**src/rtl/branch_predictor_pkg.sv**
```systemverilog
// Shared types and constants for the BTB-based branch predictor.
package branch_predictor_pkg;

    // Upper bounds for the per-entry fields; instances use the low bits.
    localparam int unsigned PC_W_MAX  = 32;
    localparam int unsigned CTR_W_MAX = 4;

    localparam int unsigned MODE_STATIC  = 0;
    localparam int unsigned MODE_DYNAMIC = 1;

    typedef struct packed {
        logic                 valid;
        logic [PC_W_MAX-1:0]  tag;
        logic [PC_W_MAX-1:0]  target;
        logic [CTR_W_MAX-1:0] ctr;
    } btb_entry_t;

    // Weakly-taken counter value: MSB set, all other bits clear.
    function automatic logic [CTR_W_MAX-1:0] CTR_WEAK_T(input int unsigned ctr_w);
        return CTR_W_MAX'(1) << (ctr_w - 1);
    endfunction

    // Weakly-not-taken counter value: one below weakly-taken.
    function automatic logic [CTR_W_MAX-1:0] CTR_WEAK_NT(input int unsigned ctr_w);
        return CTR_WEAK_T(ctr_w) - CTR_W_MAX'(1);
    endfunction

endpackage

```
**src/rtl/branch_predictor_if.sv**
```systemverilog
// Fetch lookup, decode-stage training and flush/statistics signals.
interface branch_predictor_if #(
    parameter int unsigned PC_W  = 8,
    parameter int unsigned CNT_W = 32
);
    logic             enable;
    logic [PC_W-1:0]  fetch_pc;
    logic             pred_taken;
    logic [PC_W-1:0]  pred_target;
    logic             pred_hit;
    logic             upd_valid;
    logic [PC_W-1:0]  upd_pc;
    logic             upd_taken;
    logic [PC_W-1:0]  upd_target;
    logic             upd_pred_taken;
    logic [PC_W-1:0]  upd_pred_target;
    logic             mispredict;
    logic [PC_W-1:0]  redirect_pc;
    logic [CNT_W-1:0] lookup_count;
    logic [CNT_W-1:0] mispredict_count;

    modport master (
        output enable, fetch_pc, upd_valid, upd_pc, upd_taken, upd_target,
               upd_pred_taken, upd_pred_target,
        input  pred_taken, pred_target, pred_hit, mispredict, redirect_pc,
               lookup_count, mispredict_count
    );

    modport slave (
        input  enable, fetch_pc, upd_valid, upd_pc, upd_taken, upd_target,
               upd_pred_taken, upd_pred_target,
        output pred_taken, pred_target, pred_hit, mispredict, redirect_pc,
               lookup_count, mispredict_count
    );
endinterface

```
**src/rtl/branch_predictor_sat_counter.sv**
```systemverilog
// Up/down saturating next-value function for the per-entry counters.
module sat_counter #(
    parameter int unsigned W = 2
) (
    input  logic [W-1:0] value,
    input  logic         inc,
    output logic [W-1:0] result
);

    // Step towards all-ones on inc, towards zero otherwise, holding at the rails.
    always_comb begin
        result = value;
        if (inc) begin
            if (value != '1) result = value + W'(1);
        end else begin
            if (value != '0) result = value - W'(1);
        end
    end

endmodule

```
**src/rtl/branch_predictor.sv**
```systemverilog
// Direct-mapped BTB with saturating counters; zero-latency lookup for fetch,
// trained by decode, with mispredict detection and update statistics.
module branch_predictor
    import branch_predictor_pkg::*;
#(
    parameter int unsigned PC_W    = 8,
    parameter int unsigned ENTRIES = 16,
    parameter int unsigned CTR_W   = 2,
    parameter int unsigned MODE    = MODE_DYNAMIC,
    parameter int unsigned CNT_W   = 32
) (
    input  logic               clk,
    input  logic               rst,
    branch_predictor_if.slave  bus
);

    localparam int unsigned IDX_W = $clog2(ENTRIES);
    localparam int unsigned TAG_W = PC_W - IDX_W;

    // Register array so the fetch lookup has no read latency.
    btb_entry_t btb [ENTRIES];

    logic [IDX_W-1:0] fetch_idx;
    logic [TAG_W-1:0] fetch_tag;
    logic [IDX_W-1:0] upd_idx;
    logic [TAG_W-1:0] upd_tag;
    logic             upd_hit;
    logic             train;
    logic [CTR_W-1:0] ctr_next;
    logic [CNT_W-1:0] lookup_q;
    logic [CNT_W-1:0] misp_q;

    assign fetch_idx = bus.fetch_pc[IDX_W-1:0];
    assign fetch_tag = bus.fetch_pc[PC_W-1:IDX_W];
    assign upd_idx   = bus.upd_pc[IDX_W-1:0];
    assign upd_tag   = bus.upd_pc[PC_W-1:IDX_W];

    // Fetch-side prediction; static mode never reports a hit.
    assign bus.pred_hit    = (MODE == MODE_DYNAMIC) && btb[fetch_idx].valid
                             && (btb[fetch_idx].tag == PC_W_MAX'(fetch_tag));
    assign bus.pred_taken  = bus.pred_hit && btb[fetch_idx].ctr[CTR_W-1];
    assign bus.pred_target = bus.pred_taken ? PC_W'(btb[fetch_idx].target)
                                            : bus.fetch_pc + PC_W'(1);

    // Flush request and corrected PC straight from the resolving instruction.
    assign bus.mispredict  = bus.upd_valid
                             && ((bus.upd_taken != bus.upd_pred_taken)
                                 || (bus.upd_taken && (bus.upd_target != bus.upd_pred_target)));
    assign bus.redirect_pc = bus.upd_taken ? bus.upd_target : bus.upd_pc + PC_W'(1);

    assign upd_hit = btb[upd_idx].valid && (btb[upd_idx].tag == PC_W_MAX'(upd_tag));
    assign train   = bus.upd_valid && bus.enable && (MODE == MODE_DYNAMIC);

    sat_counter #(.W(CTR_W)) u_sat_counter (
        .value  (CTR_W'(btb[upd_idx].ctr)),
        .inc    (bus.upd_taken),
        .result (ctr_next)
    );

    // Table training: bump counter on hit, allocate weakly-taken on taken miss.
    always_ff @(posedge clk or posedge rst) begin
        if (rst) begin
            for (int i = 0; i < int'(ENTRIES); i++) begin
                btb[i] <= '{valid: 1'b0, tag: '0, target: '0, ctr: CTR_WEAK_NT(CTR_W)};
            end
        end else if (train) begin
            if (upd_hit) begin
                btb[upd_idx].ctr <= CTR_W_MAX'(ctr_next);
                if (bus.upd_taken) btb[upd_idx].target <= PC_W_MAX'(bus.upd_target);
            end else if (bus.upd_taken) begin
                btb[upd_idx] <= '{valid:  1'b1,
                                  tag:    PC_W_MAX'(upd_tag),
                                  target: PC_W_MAX'(bus.upd_target),
                                  ctr:    CTR_WEAK_T(CTR_W)};
            end
        end
    end

    // Saturating update and mispredict statistics.
    always_ff @(posedge clk or posedge rst) begin
        if (rst) begin
            lookup_q <= '0;
            misp_q   <= '0;
        end else if (bus.upd_valid && bus.enable) begin
            if (lookup_q != '1) lookup_q <= lookup_q + CNT_W'(1);
            if (bus.mispredict && (misp_q != '1)) misp_q <= misp_q + CNT_W'(1);
        end
    end

    assign bus.lookup_count     = lookup_q;
    assign bus.mispredict_count = misp_q;

endmodule

```
**src/flat_wrapper.sv**
```systemverilog
// flat-port wrapper written by rule: the top's interface ports become plain ports
module branch_predictor_flat import branch_predictor_pkg::*;
#(
    parameter int unsigned PC_W    = 8,
    parameter int unsigned ENTRIES = 16,
    parameter int unsigned CTR_W   = 2,
    parameter int unsigned MODE    = MODE_DYNAMIC,
    parameter int unsigned CNT_W   = 32
)
  (clk, rst, bus_enable, bus_fetch_pc, bus_upd_valid, bus_upd_pc, bus_upd_taken, bus_upd_target, bus_upd_pred_taken, bus_upd_pred_target, bus_pred_taken, bus_pred_target, bus_pred_hit, bus_mispredict, bus_redirect_pc, bus_lookup_count, bus_mispredict_count);
  branch_predictor_if #(.PC_W(PC_W), .CNT_W(CNT_W)) bus_i ();
  input  logic clk;
  input  logic rst;
  input wire logic [$bits(bus_i.enable)-1:0] bus_enable;
  input wire logic [$bits(bus_i.fetch_pc)-1:0] bus_fetch_pc;
  input wire logic [$bits(bus_i.upd_valid)-1:0] bus_upd_valid;
  input wire logic [$bits(bus_i.upd_pc)-1:0] bus_upd_pc;
  input wire logic [$bits(bus_i.upd_taken)-1:0] bus_upd_taken;
  input wire logic [$bits(bus_i.upd_target)-1:0] bus_upd_target;
  input wire logic [$bits(bus_i.upd_pred_taken)-1:0] bus_upd_pred_taken;
  input wire logic [$bits(bus_i.upd_pred_target)-1:0] bus_upd_pred_target;
  output wire logic [$bits(bus_i.pred_taken)-1:0] bus_pred_taken;
  output wire logic [$bits(bus_i.pred_target)-1:0] bus_pred_target;
  output wire logic [$bits(bus_i.pred_hit)-1:0] bus_pred_hit;
  output wire logic [$bits(bus_i.mispredict)-1:0] bus_mispredict;
  output wire logic [$bits(bus_i.redirect_pc)-1:0] bus_redirect_pc;
  output wire logic [$bits(bus_i.lookup_count)-1:0] bus_lookup_count;
  output wire logic [$bits(bus_i.mispredict_count)-1:0] bus_mispredict_count;
  assign bus_i.enable = bus_enable;
  assign bus_i.fetch_pc = bus_fetch_pc;
  assign bus_i.upd_valid = bus_upd_valid;
  assign bus_i.upd_pc = bus_upd_pc;
  assign bus_i.upd_taken = bus_upd_taken;
  assign bus_i.upd_target = bus_upd_target;
  assign bus_i.upd_pred_taken = bus_upd_pred_taken;
  assign bus_i.upd_pred_target = bus_upd_pred_target;
  assign bus_pred_taken = bus_i.pred_taken;
  assign bus_pred_target = bus_i.pred_target;
  assign bus_pred_hit = bus_i.pred_hit;
  assign bus_mispredict = bus_i.mispredict;
  assign bus_redirect_pc = bus_i.redirect_pc;
  assign bus_lookup_count = bus_i.lookup_count;
  assign bus_mispredict_count = bus_i.mispredict_count;
  branch_predictor #(.PC_W(PC_W), .ENTRIES(ENTRIES), .CTR_W(CTR_W), .MODE(MODE), .CNT_W(CNT_W)) u_core (.clk(clk), .rst(rst), .bus(bus_i));
endmodule
```
**config.mk**
```make
export PLATFORM = sky130hd
export DESIGN_NAME = branch_predictor_flat
export DESIGN_NICKNAME = d
export VERILOG_FILES = /design/src/rtl/branch_predictor_pkg.sv /design/src/rtl/branch_predictor_if.sv /design/src/rtl/branch_predictor_sat_counter.sv /design/src/rtl/branch_predictor.sv /design/src/flat_wrapper.sv
export SDC_FILE = /design/constraint.sdc
export NUM_CORES = 1
export LEC_CHECK = 0
export CORE_AREA = 5 5 177 179
export DETAILED_ROUTE_END_ITERATION = 10
export DIE_AREA = 0 0 182 184
export GPL_ROUTABILITY_DRIVEN = 0
export PLACE_DENSITY = 0.75
export SLEW_MARGIN = 20
export SYNTH_ARGS = -nofsm -noshare
export SYNTH_HDL_FRONTEND = slang
export SYNTH_SLANG_ARGS = --single-unit
```
**constraint.sdc**
```tcl
create_clock -name clk -period 27.9 [get_ports clk]
set_input_delay 5.58 -clock clk [delete_from_list [all_inputs] [get_ports clk]]
set_output_delay 5.58 -clock clk [all_outputs]
set_load 0.005 [all_outputs]
```
After elaboration in Yosys (flattened, before gate mapping)
Cells that the tools add are included.
{"block": "word_totals", "ff_bits": 1168, "in_bits": 38, "word_cells": 121}
{"block": "op_classes", "n_addsub": 6, "magnitude_cmp": 3, "eq_ne": 7, "muxes": 23, "bitwise": 2, "reduce_logical": 14}
{"cell": "$bwmux W1104", "count": 3}
{"cell": "$mux W1104", "count": 3}
{"cell": "$demux W69 S4", "count": 3}
{"cell": "$bmux W69 S4", "count": 2}
{"cell": "$mux W69", "count": 5}
{"cell": "$add A32 B1 Y32 const B", "count": 2}
{"cell": "$eq A32 B4 Y1", "count": 2}
{"cell": "$ne A32 B32 Y1 const B", "count": 2}
{"cell": "$mux W36", "count": 1}
{"cell": "$add A8 B1 Y8 const B", "count": 2}
{"cell": "$mux W8", "count": 2}
{"cell": "$ge A5 B5 Y1 const B", "count": 2}
{"cell": "$not A4 Y5", "count": 2}
{"cell": "$logic_and A1 B1 Y1", "count": 8}
{"cell": "$ne A8 B8 Y1", "count": 1}
{"cell": "$mux W2", "count": 3}
{"cell": "$reduce_and A2 Y1", "count": 3}
{"cell": "$lt A5 B1 Y1 const B", "count": 1}
{"cell": "$mux W4", "count": 1}
{"cell": "$reduce_bool A2 Y1", "count": 2}
{"cell": "$add A2 B1 Y2 const B", "count": 1}
{"cell": "$ne A2 B2 Y1 const B", "count": 1}
{"cell": "$sub A2 B1 Y2 const B", "count": 1}
{"cell": "$logic_or A1 B1 Y1", "count": 1}
{"cell": "$ne A1 B1 Y1", "count": 1}

Depth between registers and ports, before layout
Gate-level depths: netlist (run 1).
{"block": "logic_depth", "word_depth": 11, "ltp_mapped": 11}

Hierarchy
A second synthesis (run 1) with hierarchy kept.
{"block": "hier_totals", "cells_unflattened": 1161, "hier_area_um2": 15471.1}
{"module": "branch_predictor", "n_inst": 1, "cells_each": 1158, "area_per_inst_um2": 15444.8, "seq_area_each_um2": 7627.3}
{"module": "sat_counter", "n_inst": 1, "cells_each": 3, "area_per_inst_um2": 26.3, "seq_area_each_um2": 0.0}

Worst setup path after synthesis (run 1)
Ideal clock, no wire load.
{"block": "synth_path", "path_kind": "in2out", "startpoint": "in bus_fetch_pc[0]", "endpoint": "out bus_pred_target[2]", "arrival_time_ps": 7991, "slack_ps": 14329, "path_stages": 8, "path_cell_list": "clkbuf_1 > buf_2 > buf_2 > buf_2 > buf_1 > mux4_2 > mux4_2 > mux2_2"}
{"block": "synth_via", "elab_chain_len": 8, "elab_cells_between_ends": 9, "classes_between": "add/sub: 1; eq/ne: 1; mux: 4; bitwise: 1; reduce/logical: 2"}
{"element": "from (decl)", "line": "flat_wrapper.sv:15", "rtl": "input wire logic [$bits(bus_i.fetch_pc)-1:0] bus_fetch_pc;"}
{"element": "$not A4 Y5 (implied by the code)"}
{"element": "$bmux W69 S4"}
{"element": "$mux W69 (implied by the code)", "line": "branch_predictor.sv:39", "rtl": "assign bus.pred_hit = (MODE == MODE_DYNAMIC) && btb[fetch_idx].valid"}
{"element": "$mux W69 (implied by the code)", "line": "branch_predictor.sv:41", "rtl": "assign bus.pred_taken = bus.pred_hit && btb[fetch_idx].ctr[CTR_W-1];"}
{"element": "$eq A32 B4 Y1", "line": "branch_predictor.sv:40", "rtl": "&& (btb[fetch_idx].tag == PC_W_MAX'(fetch_tag));"}
{"element": "$logic_and A1 B1 Y1", "line": "branch_predictor.sv:40"}
{"element": "$logic_and A1 B1 Y1", "line": "branch_predictor.sv:41"}
{"element": "$mux W8 *", "line": "branch_predictor.sv:42", "rtl": "assign bus.pred_target = bus.pred_taken ? PC_W'(btb[fetch_idx].target)"}
{"element": "to (decl)", "line": "flat_wrapper.sv:23", "rtl": "output wire logic [$bits(bus_i.pred_target)-1:0] bus_pred_target;"}
Every way passes the cells marked *; elsewhere a longest branch is shown, timed or not. The select of a mux whose other input is x is not followed.

Worst setup path after layout (run 1)
{"block": "layout_path", "startpoint": "in bus_fetch_pc[3]", "endpoint": "out bus_pred_target[7]"}
Same word-level chain as after synthesis.

==> results.md, run 1 <==
- The overall power of the completed layout is 1.22 mW.
- For this run, the leading register cell type out of synthesis is dfrtp_1.
- After clock tree synthesis, the repair step resized 0 gates.
- The number of standard cells in the final layout excluding fillers is 1744.
- STA classifies the critical path startpoint as an input pin.
- The endpoint kind of the worst setup timing path is a primary output.
- The number of placed instances, taps included, is 1681.
- Entering global routing, the biggest net connects 177 pins.
- The endpoint of the worst register-to-register path is u_core.btb[177].
- For this block, the routed nets add up to 41000 µm of wire.
- Buffers added to address setup during post-CTS repair amount to 0.
- The internal power component is 903 µW.
- The number of max-cap violations is 0.
- The synthesized netlist occupies a cell area of 15900 µm².
- The proportion of synthesized flip-flops having asynchronous set or reset is 1.00.
- TritonCTS built the clock tree.
- The area share of the largest cell type after synthesis is 0.452.
- The count of state elements after synthesis is 304.
- Ranked by total cell area, the synthesized netlist is headed by dfrtp_1 45%, mux2_2 13%, mux4_2 11%, xnor2_1 3.4%, mux2i_1 3.1%.
- The combinational group share of total power is 0.164.
- Summed over all instances, the cell type with the most area after synthesis is dfrtp_1.
- For this run, the total global-route usage over all layers was measured as 0.248.
- The switching power is 320 µW.
- The area growth from synthesis to layout is 16.4%.
- The first-pass iteration count of the detailed router is 5.
- Of the cells placed in the final design, the portion with a size suffix greater than 1 is 0.302.
- The floorplan step set the die width to 182 µm.
- The initial antenna violation count came to 0.
- After detailed placement, the total cell area comes to 17300 µm².
- The count of filler cells inserted in the layout is 2172.
- The overall die height is 184 µm.
- The tightest min-delay check is of the reg -> reg type.
- Data on the critical path is required at its endpoint by 22320 ps.
- The relative contribution of sequential cells to total power is 0.443.
- The max-slew violation count is 0.
- For this run, design rule violations remaining after detail routing come to 0.
- The clock root buffer master is clkbuf_16.
- For this run, the top clock speed supported by timing is 67.5 MHz.
- The CTS clock-pin slew for the worst setup and hold paths is 60 ps.
- The reg2reg setup slack is 24190 ps.
- Counting every sink on the clock net gives 304.
- The total global routing overflow is 0.
- At the worst endpoint, the arrival time is 9230 ps.
- The DRC violation total after the first TritonRoute iteration is 934.
- The critical register-to-register path startpoint is u_core.btb[383].
- The worst path in the final design needs a cycle of 14810 ps, including I/O delays and setup.
- The number of cells traversed by the worst register-to-register path is 6.
- The number of hold violations in the final report is 0.
- Across the VDD grid, the largest voltage drop is 45.4 µV.
- The setup TNS is 0 ps.
- The H-tree was split into 2 levels.
- Measured on the finished design, the core utilization comes to 0.631.
- The leakage component of the power is 8.24 nW.
- Tracing the worst setup path back leads to its startpoint at bus_fetch_pc[3].
- Summing all non-filler instances in the final layout gives an area of 18500 µm².
- The number of global-route vias before repair is 11400.
- The synthesized design contains 0 enable-type register cells.
- The count of yosys warnings during synthesis is 0.
- The power density over cell area is 65.9 nW/µm².
- Synthesis handed over a netlist of 1246 instances.
- The class of the most critical setup path is in -> out.
- The critical path ends at bus_pred_target[7].
- In this run the core area contains 63 standard-cell rows.
- The number of port buffers is 120.
- The share of the clock period used by the worst path after layout is 0.531.
- In the final routed layout, each cell accounts on average for 23.5 µm.
- The number of primary I/O pins is 121.
- In this run the standard cell core region covers 29400 µm².
- The die covers 33500 µm².
- The number of antenna diodes in the final layout is 0.
- The number of endpoints failing setup at the final stage is 0.
- The clock latency on the worst-skew pair is 520 ps.
- Clock tree synthesis inserted a total of 35 buffers.
- The worst-margin pin slew is 1080 ps.
- The number of distinct library cells after synthesis is 56.
- Setup repair after global routing left no endpoint under its margin.
- The share of total power in the clock network is 0.393.
- The HPWL after detailed placement is 26200 µm.
- The clock skew after layout is 10.9 ps.
- The run finished with clean final reports.
- The largest buffer count on any clock path is 3.
- The initial utilization of the core area, before any placement, comes to 0.542.
- The hold buffer count at cts is 0.
- The post-layout net count is 1374.
- Using the TritonRoute via totals, the vias-per-cell ratio works out to 6.28.
- The remaining number of nets flagged by the antenna check after routing is 0.
- Summing over every cut layer, the via total after detailed routing is 11000.
- The sequential area share after synthesis is 0.479.
- The average instance in the mapped netlist occupies 12.8 µm².
- The largest fanout on the critical path is 36.
- The worst-case headroom to the max-slew limit is 0.277.
- The post-synthesis net count is 1292.
- The first global-routing pass estimated 66100 µm of wire.
- The net switching share of the total power is 0.262.
[area by class of cell]
class / count / area (µm²) / area share
clock inverters: 13 / 184 / 0.00992
inverters: 13 / 56.3 / 0.00304
repair buffers: 133 / 1290 / 0.0698
flip-flops and latches: 304 / 7630 / 0.411
well taps: 390 / 488 / 0.0263
multi-input cells: 841 / 7860 / 0.424
clock buffers: 50 / 1030 / 0.0557
[stage by stage]
stage | hold slack, ps | setup slack, ps
after CTS | 475 | 13080
after detailed placement | 460 | 13080
after global placement | 455 | 13120
final | 473 | 13090
after floorplan | 441 | 13940
after global routing | 498 | 12840
[registers in the layout, summed over array words and instances (netlist names)]
name / cells
u_core.btb: 240
u_core.bus.lookup_count: 32
u_core.bus.mispredict_count: 32
[cell families after synthesis]
group | Yosys count | synth area share
xor gates and xnor gates | 92 | 0.0510
buffers and inverters | 101 | 0.0288
AOI/OAI and AO/OA | 90 | 0.0435
muxes | 339 | 0.294
adders and majority gates | 10 | 0.00754
and+or+nand+nor | 310 | 0.0964
DFF | 304 | 0.479
[synth_stat cells, drive strengths merged, types with 2 or more instances]
| master | n |
|---|---|
| nand2 | 108 |
| and2 | 8 |
| a221oi | 4 |
| a21oi | 36 |
| or2 | 16 |
| and3 | 25 |
| o21ai | 9 |
| dfrtp | 288 |
| o2111ai | 2 |
| a31oi | 7 |
| nor4 | 6 |
| buf | 35 |
| xor2 | 30 |
| clkbuf | 53 |
| dfstp | 16 |
| mux2 | 214 |
| maj3 | 2 |
| nor2 | 34 |
| a22o | 5 |
| and4 | 8 |
| a311oi | 5 |
| xnor2 | 62 |
| nor3b | 2 |
| a2bb2oi | 2 |
| mux2i | 50 |
| nand4 | 19 |
| ha | 8 |
| inv | 13 |
| nand3 | 52 |
| a21o | 5 |
| mux4 | 75 |
| nor3 | 16 |
| nand2b | 5 |
| nor2b | 7 |
| nor4b | 2 |
| o22ai | 7 |
[worst max-delay path: stages]
cell,delay [ps]
buf_2,800
mux4_2,600
mux2i_1,210
xnor2_1,90
nor4b_1,370
a31oi_1,120
nor4bb_2,370
buf_4,280
mux2_2,350
clkdlybuf4s50_1,450
[power groups by stage]
stage | Combinational [mW] | Clock (mW) | Sequential [mW]
final | 0.201 | 0.481 | 0.541
after global routing | 0.217 | 0.507 | 0.548
after CTS | 0.201 | 0.489 | 0.540
after detailed placement | 0.200 | 0 | 0.546
after global placement | 0.194 | 0 | 0.543
after floorplan | 0.144 | 0 | 0.531
[metal layers]
metal / vias to the layer above / part of all wire / global-route usage
li1: 4716 / - / -
met1: 5637 / 0.42 / 0.342
met2: 500 / 0.47 / 0.393
met3: 99 / 0.074 / 0.0526
met4: 0 / 0.033 / 0.0871
met5: - / 0 / 0
[worst min path at each step]
stage	to	start	slack (ps)	cells past startpoint
4_1_cts	u_core.btb[9]	u_core.btb[9]	470	2
6_report	u_core.btb[966]	u_core.btb[966]	470	2
2_1_floorplan	u_core.btb[5]	u_core.btb[5]	440	2
3_5_place_dp	u_core.btb[9]	u_core.btb[9]	460	2
5_1_grt	u_core.btb[759]	u_core.btb[759]	500	2
3_3_place_gp	u_core.btb[7]	u_core.btb[7]	450	2
[layout by cell type (no fill, tap or decap), types with 26 or more instances in the layout]
| master | netlist | routed |
|---|---|---|
| mux2_2 | 190 | 190 |
| mux2i_1 | 50 | 50 |
| nor2_1 | 34 | 34 |
| dfrtp_1 | 288 | 288 |
| clkdlybuf4s50_1 | 0 | 116 |
| nand3_1 | 52 | 52 |
| a21oi_1 | 26 | 26 |
| xor2_1 | 29 | 29 |
| nand2_1 | 108 | 108 |
| mux4_2 | 75 | 75 |
| clkbuf_16 | 0 | 36 |
| xnor2_1 | 62 | 62 |
Note: power is estimated with default switching activity, not from simulation.
==> inputs of run 2 (changes only) <==
--- a/config.mk
+++ b/config.mk
@@ -5,9 +5,9 @@
 export SDC_FILE = /design/constraint.sdc
 export NUM_CORES = 1
 export LEC_CHECK = 0
-export CORE_AREA = 5 5 177 179
+export CORE_AREA = 5 5 180 182
 export DETAILED_ROUTE_END_ITERATION = 10
-export DIE_AREA = 0 0 182 184
+export DIE_AREA = 0 0 185 187
 export GPL_ROUTABILITY_DRIVEN = 0
 export PLACE_DENSITY = 0.75
 export SLEW_MARGIN = 20
==> constraint.sdc (replaced) <==
create_clock -name clk -period 12.1 [get_ports clk]
set_input_delay 2.42 -clock clk [delete_from_list [all_inputs] [get_ports clk]]
set_output_delay 2.42 -clock clk [all_outputs]
set_load 0.005 [all_outputs]
==> run 2 against run 1 <==
Compared with the run above:
- count of clock-buffer cells in the layout down 4
- non-clock buffer count up 2
- total power up 130%
- sequential share of layout area down 0.083 points
- sequential power up 130%
- die area up 3.3%
- routed wire length up 0.77%
- cell count up 0.40%
- via count about the same
- utilization down 2.0 points
- critical endpoint is now bus_pred_target[1]
- flip-flop and latch count unchanged
- critical path depth unchanged
==> results.md, run 2 (synthesis results as in run 1) <==
- Status: finished, final reports clean (unchanged).
- The overall via count from detail_route was 11000 (about the same).
- The endpoint kind of the worst setup timing path is a primary output (unchanged).
- The area overhead of the layout relative to synthesis is 16.6% (was 16.4%).
- The largest fanout on the critical path is 36 (unchanged).
- The wire length per cell is 23.6 µm (was 23.5 µm).
- The class of the most critical setup path is in -> out (unchanged).
- The count of filler cells inserted in the layout is 2398 (was 2172).
- The hold buffer count at cts is 0 (unchanged).
- The largest incremental delay on the critical path is 750 ps (was 800 ps).
- The pin count of the biggest net entering global routing is 184 (was 177).
- The DRC violation total after the first TritonRoute iteration came to 833 (was 934).
- The post-detailed-route via-to-cell ratio is 6.26 (was 6.28).
- The clock skew after layout is 17.3 ps (was 10.9 ps).
- The fmax is 120 MHz.
- The initial antenna violation count is 2 (was 0).
- The initial cell density of the core is 0.524 (was 0.542).
- The core outline area is 30400 µm² (was 29400 µm²).
- RSZ-0062 raised after global routing: false (unchanged).
- The slowest library cell on the worst path is buf_2 (unchanged).
- The flip-flop count of the largest register after layout is 240 (unchanged).
- The class of the tightest hold or removal check is reg -> reg (unchanged).
- The worst endpoint required time is 9680 ps (was 22320 ps).
- The total global routing track utilization came to 0.239 (was 0.248).
- The critical register-to-register path startpoint is u_core.btb[452] (was u_core.btb[383]).
- The post-route worst hold slack is 472 ps (was 473 ps).
- The register with the most flip-flops is u_core.btb (unchanged).
- The final instance area is 18600 µm² (was 18500 µm²).
- The leading cell type in the layout, fill and taps excluded is dfrtp_1 (unchanged).
- The number of max-cap violations came to 0 (unchanged).
- The startpoint of the tightest hold check path is u_core.btb[897] (was u_core.btb[966]).
- The H-tree depth is 2 (unchanged).
- The clock latency on the worst-skew pair is 520 ps (about the same).
- The post-route core utilization was 0.611 (was 0.631).
- The max-slew violation count is 0 (unchanged).
- The reg2reg setup slack came to 8230 ps (was 24190 ps).
- The worst-case headroom to the max-slew limit is 0.247 (was 0.277).
- The met2 routed wirelength came to 19400 µm (about the same).
- The first-pass iteration count of the detailed router is 5 (unchanged).
- The hold path depth is 2 (unchanged).
- The buffers plus inverters on the worst setup path is 3 (unchanged).
- The largest buffer count on any clock path is 3 (unchanged).
- The post-detailed-placement half-perimeter wirelength was 26600 µm (was 26200 µm).
- The total global routing overflow is 0 (unchanged).
- The data arrival time of the critical path is 5890 ps (was 9230 ps).
- The power density over cell area is 153 nW/µm² (was 65.9 nW/µm²).
- The cell type group with the largest total delay on the critical path is buffers and inverters (unchanged).
- Subtracting the final worst setup slack from the clock period gives 8310 ps.
- The clock root buffer master was clkbuf_16 (unchanged).
- The worst-case vdd ir drop came to 124 µV (was 45.4 µV).
- The number of global-route vias before repair is 11400 (about the same).
- The TritonCTS sink count is 304 (unchanged).
- The die outline area came to 34600 µm² (was 33500 µm²).
- The clock tree from TritonCTS is built (unchanged).
- The number of standard cells in the final layout excluding fillers came to 1751 (was 1744).
- Most frequent cells in the layout: 288 x dfrtp_1, 190 x mux2_2, 116 x clkdlybuf4s50_1 (unchanged).
- The number of instances in the placed design came to 1689 (was 1681).
- The final routed wirelength across all metal layers is 41300 µm (was 41000 µm).
- The number of primary I/O pins came to 121 (unchanged).
- The endpoint of the worst register-to-register path was u_core.btb[865] (was u_core.btb[177]).
- Of the available clock period, the critical path in the final layout requires 0.687.
- The post-route DRC violation count was 0 (unchanged).
- The post-layout net count was 1375 (was 1374).
- The number of buffers added by the clock tree synthesis step is 34 (was 35).
- The amount of wire on met3 after detailed routing came to 3200 µm (was 3050 µm).
- The proportion of layout cells with a drive suffix above 1 is 0.302 (unchanged).
- The worst-margin pin slew is 1130 ps (was 1080 ps).
- The overall power of the completed layout is 2.85 mW (was 1.22 mW).
- The worst-case hold path end point was u_core.btb[897] (was u_core.btb[966]).
- The number of hold violations in the final report is 0 (unchanged).
- The leakage component of the power is 8.24 nW (about the same).
- The area of placed instances is 17400 µm² (was 17300 µm²).
- The wire length on met1 was 17400 µm (was 17200 µm).
- The overall die height is 187 µm (was 184 µm).
- The number of cells traversed by the worst register-to-register path is 6 (unchanged).
- The number of gates resized after CTS is 0 (unchanged).
- The final setup slack of the worst path is 3790 ps (was 13090 ps).
- Cell Chain, Critical Path: buf_2 > mux4_2 > mux2i_1 > xnor2_1 > nor4b_1 > a31oi_1 > nor4bb_2 > buf_4 > mux2_2 > clkdlybuf4s50_1 (unchanged).
- The setup TNS is 0 ps (unchanged).
- The number of port buffers is 120 (unchanged).
- The post-place setup slack is 3750 ps (was 13080 ps).
- The number of endpoints failing setup at the final stage came to 0 (unchanged).
- The uppermost layer routed is met5 (was met4).
- The number of post-CTS setup repair buffers is 0 (unchanged).
- The startpoint type of the worst setup path is an input pin (unchanged).
- The remaining number of nets flagged by the antenna check after routing is 0 (unchanged).
- The wire length of the first global-routing pass is 65800 µm (was 66100 µm).
- The CTS clock-pin slew for the worst setup and hold paths is 60 ps (about the same).
- The horizontal die dimension is 185 µm (was 182 µm).
- The count of standard-cell rows is 64 (was 63).
==> run 2: changes by cell type in the layout (fill, tap and decap cells not counted) <==
cell / delta
clkbuf_16: -1
clkinv_2: -1
clkbuf_8: -3
bufinv_16: +3
clkinv_8: -1
inv_8: +1
clkinvlp_4: +1
inv_6: -1
diode_2: +1
buf_4: +2
==> run 2: report_power, final <==
part	internal [mW]	total, mW	switching, mW
logic	0.255	0.463	0.207
clock network	0.713	1.14	0.423
registers	1.14	1.25	0.107
total	2.11	2.85	0.738
==> run 2: final cells by class <==
type,instances,area (µm²),share of cell area
diodes,1,2.50,0.000135
repair buffers,135,1310,0.0704
flip-flops and latches,304,7630,0.410
inverters,13,56.3,0.00303
well taps,396,495,0.0267
clock inverters,15,263,0.0141
clock buffers,46,967,0.0520
multi-input cells,841,7860,0.423
==> run 2: how the worst max path moves through the flow <==
stage	start	endpoint	slack (ps)	cells after the start
3_5_place_dp	bus_fetch_pc[3]	bus_pred_target[1]	3750	10
3_3_place_gp	bus_fetch_pc[3]	bus_pred_target[7]	3800	10
5_1_grt	bus_fetch_pc[3]	bus_pred_target[1]	3560	10
4_1_cts	bus_fetch_pc[3]	bus_pred_target[1]	3740	10
2_1_floorplan	rst	u_core.btb[1002]	1300	1
6_report	bus_fetch_pc[3]	bus_pred_target[1]	3790	10
==> run 2: worst reg2reg max path, stage by stage (launching register included) <==
cell     delay [ps]
dfrtp_1         400
mux4_2          510
mux4_2          510
xor2_2          880
a21oi_4         360
a21oi_1         670
mux2_2          420
==> run 2: routing by layer <==
layer,global-route usage,up-vias
li1,-,4701
met3,0.0496,102
met2,0.368,469
met1,0.342,5680
met5,0,-
met4,0.0799,2
==> inputs of run 3 (changes only) <==
==> constraint.sdc (replaced) <==
create_clock -name clk -period 7.29 [get_ports clk]
set_input_delay 1.458 -clock clk [delete_from_list [all_inputs] [get_ports clk]]
set_output_delay 1.458 -clock clk [all_outputs]
set_load 0.005 [all_outputs]
==> run 3 against run 2 <==
Compared with the run above:
- combinational power increased by 67%
- global-route usage is essentially flat
- register-to-register slack lost 4500 ps
- cell count grew 0.34%
- critical path depth up 1
- via count decreased by 0.53%
- utilization is 0.10 points lower
- design area is 0.17% lower
- first-iteration DRC count rose by 2.0%
- clock power rose by 57%
- critical endpoint is now bus_pred_target[2]
==> results.md, run 3 (synthesis results as in run 1) <==
- Status: finished, final reports clean (unchanged).
- The remaining number of nets flagged by the antenna check after routing was 0 (unchanged).
- The count of filler cells inserted in the layout is 2345 (was 2398).
- The total global routing track utilization came to 0.240 (was 0.239).
- The fmax is 162 MHz.
- The horizontal die dimension is 185 µm (unchanged).
- The DRC violation total after the first TritonRoute iteration came to 850 (was 833).
- The pin count of the biggest net entering global routing is 149 (was 184).
- The overall via count from detail_route is 10900 (was 11000).
- The clock root buffer master is clkbuf_16 (unchanged).
- The number of global-route vias before repair is 11600 (was 11400).
- Cell Chain, Critical Path: buf_2 > buf_4 > mux2_2 > o22ai_1 > nor3_1 > nor4b_1 > a31oi_1 > nor4bb_2 > buf_4 > mux2_2 > clkdlybuf4s50_1 (was buf_2 > mux4_2 > mux2i_1 > xnor2_1 > nor4b_1 > a31oi_1 > nor4bb_2 > buf_4 > mux2_2 > clkdlybuf4s50_1).
- The total global routing overflow is 0 (unchanged).
- The endpoint kind of the worst setup timing path is a primary output (unchanged).
- The post-detailed-placement half-perimeter wirelength is 27200 µm (was 26600 µm).
- The overall die height is 187 µm (unchanged).
- The clock tree from TritonCTS was built (unchanged).
- The number of endpoints failing setup at the final stage was 0 (unchanged).
- The number of gates resized after CTS was 0 (unchanged).
- The number of post-CTS setup repair buffers came to 0 (unchanged).
- The worst-margin pin slew is 1010 ps (was 1130 ps).
- Of the available clock period, the critical path in the final layout requires 0.846.
- The post-route worst hold slack came to 478 ps (was 472 ps).
- The relative contribution of sequential cells to total power is 0.447 (was 0.439).
- The worst endpoint required time is 5830 ps (was 9680 ps).
- The wire length per cell is 23.5 µm (was 23.6 µm).
- The class of the tightest hold or removal check is reg -> reg (unchanged).
- The switching power is 1.22 mW (was 738 µW).
- The largest buffer count on any clock path is 3 (unchanged).
- The clock skew after layout is 16.6 ps (was 17.3 ps).
- The TritonCTS sink count is 304 (unchanged).
- The power density over cell area was 249 nW/µm² (was 153 nW/µm²).
- The worst-case headroom to the max-slew limit is 0.327 (was 0.247).
- The flip-flop count of the largest register after layout is 240 (unchanged).
- The number of primary I/O pins is 121 (unchanged).
- The post-detailed-route via-to-cell ratio is 6.20 (was 6.26).
- The class of the most critical setup path is in -> out (unchanged).
- The share of total power in the clock network is 0.386 (was 0.399).
- The final setup slack of the worst path is 1120 ps (was 3790 ps).
- The die outline area was 34600 µm² (unchanged).
- The core outline area came to 30400 µm² (unchanged).
- The post-place setup slack was 1120 ps (was 3750 ps).
- The first-pass iteration count of the detailed router is 5 (unchanged).
- The post-route core utilization was 0.610 (was 0.611).
- The H-tree depth is 2 (unchanged).
- The data arrival time of the critical path is 4710 ps (was 5890 ps).
- The startpoint type of the worst setup path is an input pin (unchanged).
- The net switching share of the total power is 0.263 (was 0.259).
- The number of port buffers is 120 (unchanged).
- The overall power of the completed layout is 4.63 mW (was 2.85 mW).
- The proportion of layout cells with a drive suffix above 1 is 0.304 (was 0.302).
- The max-slew violation count is 0 (unchanged).
- The slowest library cell on the worst path is clkdlybuf4s50_1 (was buf_2).
- The post-layout net count is 1382 (was 1375).
- Most frequent cells in the layout: 288 x dfrtp_1, 190 x mux2_2, 116 x clkdlybuf4s50_1 (unchanged).
- The area overhead of the layout relative to synthesis was 16.4% (was 16.6%).
- The combinational group share of total power is 0.167 (was 0.162).
- The wire length of the first global-routing pass is 66200 µm (was 65800 µm).
- The total inserted antenna cells is 0 (was 1).
- The clock latency on the worst-skew pair is 520 ps (about the same).
- The number of hold violations in the final report was 0 (unchanged).
- The register with the most flip-flops was u_core.btb (unchanged).
- The number of max-cap violations is 0 (unchanged).
- The post-route minimum period is 6170 ps.
- The post-route DRC violation count is 0 (unchanged).
- The CTS clock-pin slew for the worst setup and hold paths is 60 ps (about the same).
- The number of buffers added by the clock tree synthesis step is 34 (unchanged).
- The initial antenna violation count is 0 (was 2).
- RSZ-0062 raised after global routing: false (unchanged).
- The initial cell density of the core is 0.524 (unchanged).
- The final routed wirelength across all metal layers is 41200 µm (was 41300 µm).
- The largest incremental delay on the critical path came to 450 ps (was 750 ps).
- The setup TNS came to 0 ps (unchanged).
- The worst-case vdd ir drop was 162 µV (was 124 µV).
- The leading cell type in the layout, fill and taps excluded is dfrtp_1 (unchanged).
- The internal power component came to 3.41 mW (was 2.11 mW).
- The largest fanout on the critical path is 21 (was 36).
- The count of standard-cell rows came to 64 (unchanged).
- The leakage component of the power was 8.23 nW (was 8.24 nW).
- The hold buffer count at cts is 0 (unchanged).
[run 3: cell count changes in the layout (fill, tap and decap cells not counted), moves of 2 or more]
cell       previous run  this run
buf_4                15        22
bufinv_16             7         5
clkbuf_1              6         8
inv_8                 2         0
[run 3: final timing paths]
kind / startpoint / end / slack, ps / cells past startpoint
worst max-delay path: bus_fetch_pc[3] / bus_pred_target[2] / 1120 / 11
worst min-delay path: u_core.btb[897] / u_core.btb[897] / 480 / 2
worst max register to register: u_core.btb[728] / u_core.btb[896] / 3770 / 7
worst min register to register: u_core.btb[897] / u_core.btb[897] / 480 / 2
max in group asynchronous: rst / u_core.btb[382] / 4550 / 4
min in group asynchronous: rst / u_core.btb[351] / 1470 / 3
[run 3: power groups by stage]
stage | clock network, mW | logic, mW | registers (mW)
floorplan | 0 | 0.552 | 2.03
global placement | 0 | 0.752 | 2.08
detailed placement | 0 | 0.775 | 2.08
CTS | 1.82 | 0.778 | 2.06
global route | 1.89 | 0.838 | 2.09
finish | 1.79 | 0.774 | 2.07
[run 3: worst max-delay path, delay by kind of cell]
kind / cells / cell delay, ps
compound gates: 2 / 290
buf+inv: 4 / 1530
mux: 2 / 730
simple gates: 3 / 690
[run 3: per-layer routing]
metal | GRT usage | routed length [µm] | vias up
met5 | 0 | 0 | -
met4 | 0.0703 | 1230 | 0
met3 | 0.0545 | 3080 | 103
met2 | 0.380 | 19600 | 426
met1 | 0.333 | 17300 | 5645
li1 | - | - | 4722
[run 3: final cells by class]
| class | count | area [µm²] | share of cell area |
|---|---|---|---|
| multi-input cells | 841 | 7860 | 0.423 |
| flip-flops and latches | 304 | 7630 | 0.411 |
| repair buffers | 142 | 1360 | 0.0734 |
| clock buffers | 46 | 936 | 0.0504 |
| well taps | 396 | 495 | 0.0267 |
| clock inverters | 15 | 225 | 0.0121 |
| inverters | 13 | 52.6 | 0.00283 |
[run 3: per-stage QoR]
stage,std cells,area (µm²)
global route,1757,18600
CTS,1757,18600
global placement,1696,17400
floorplan,1246,15900
finish,1757,18600
detailed placement,1696,17400
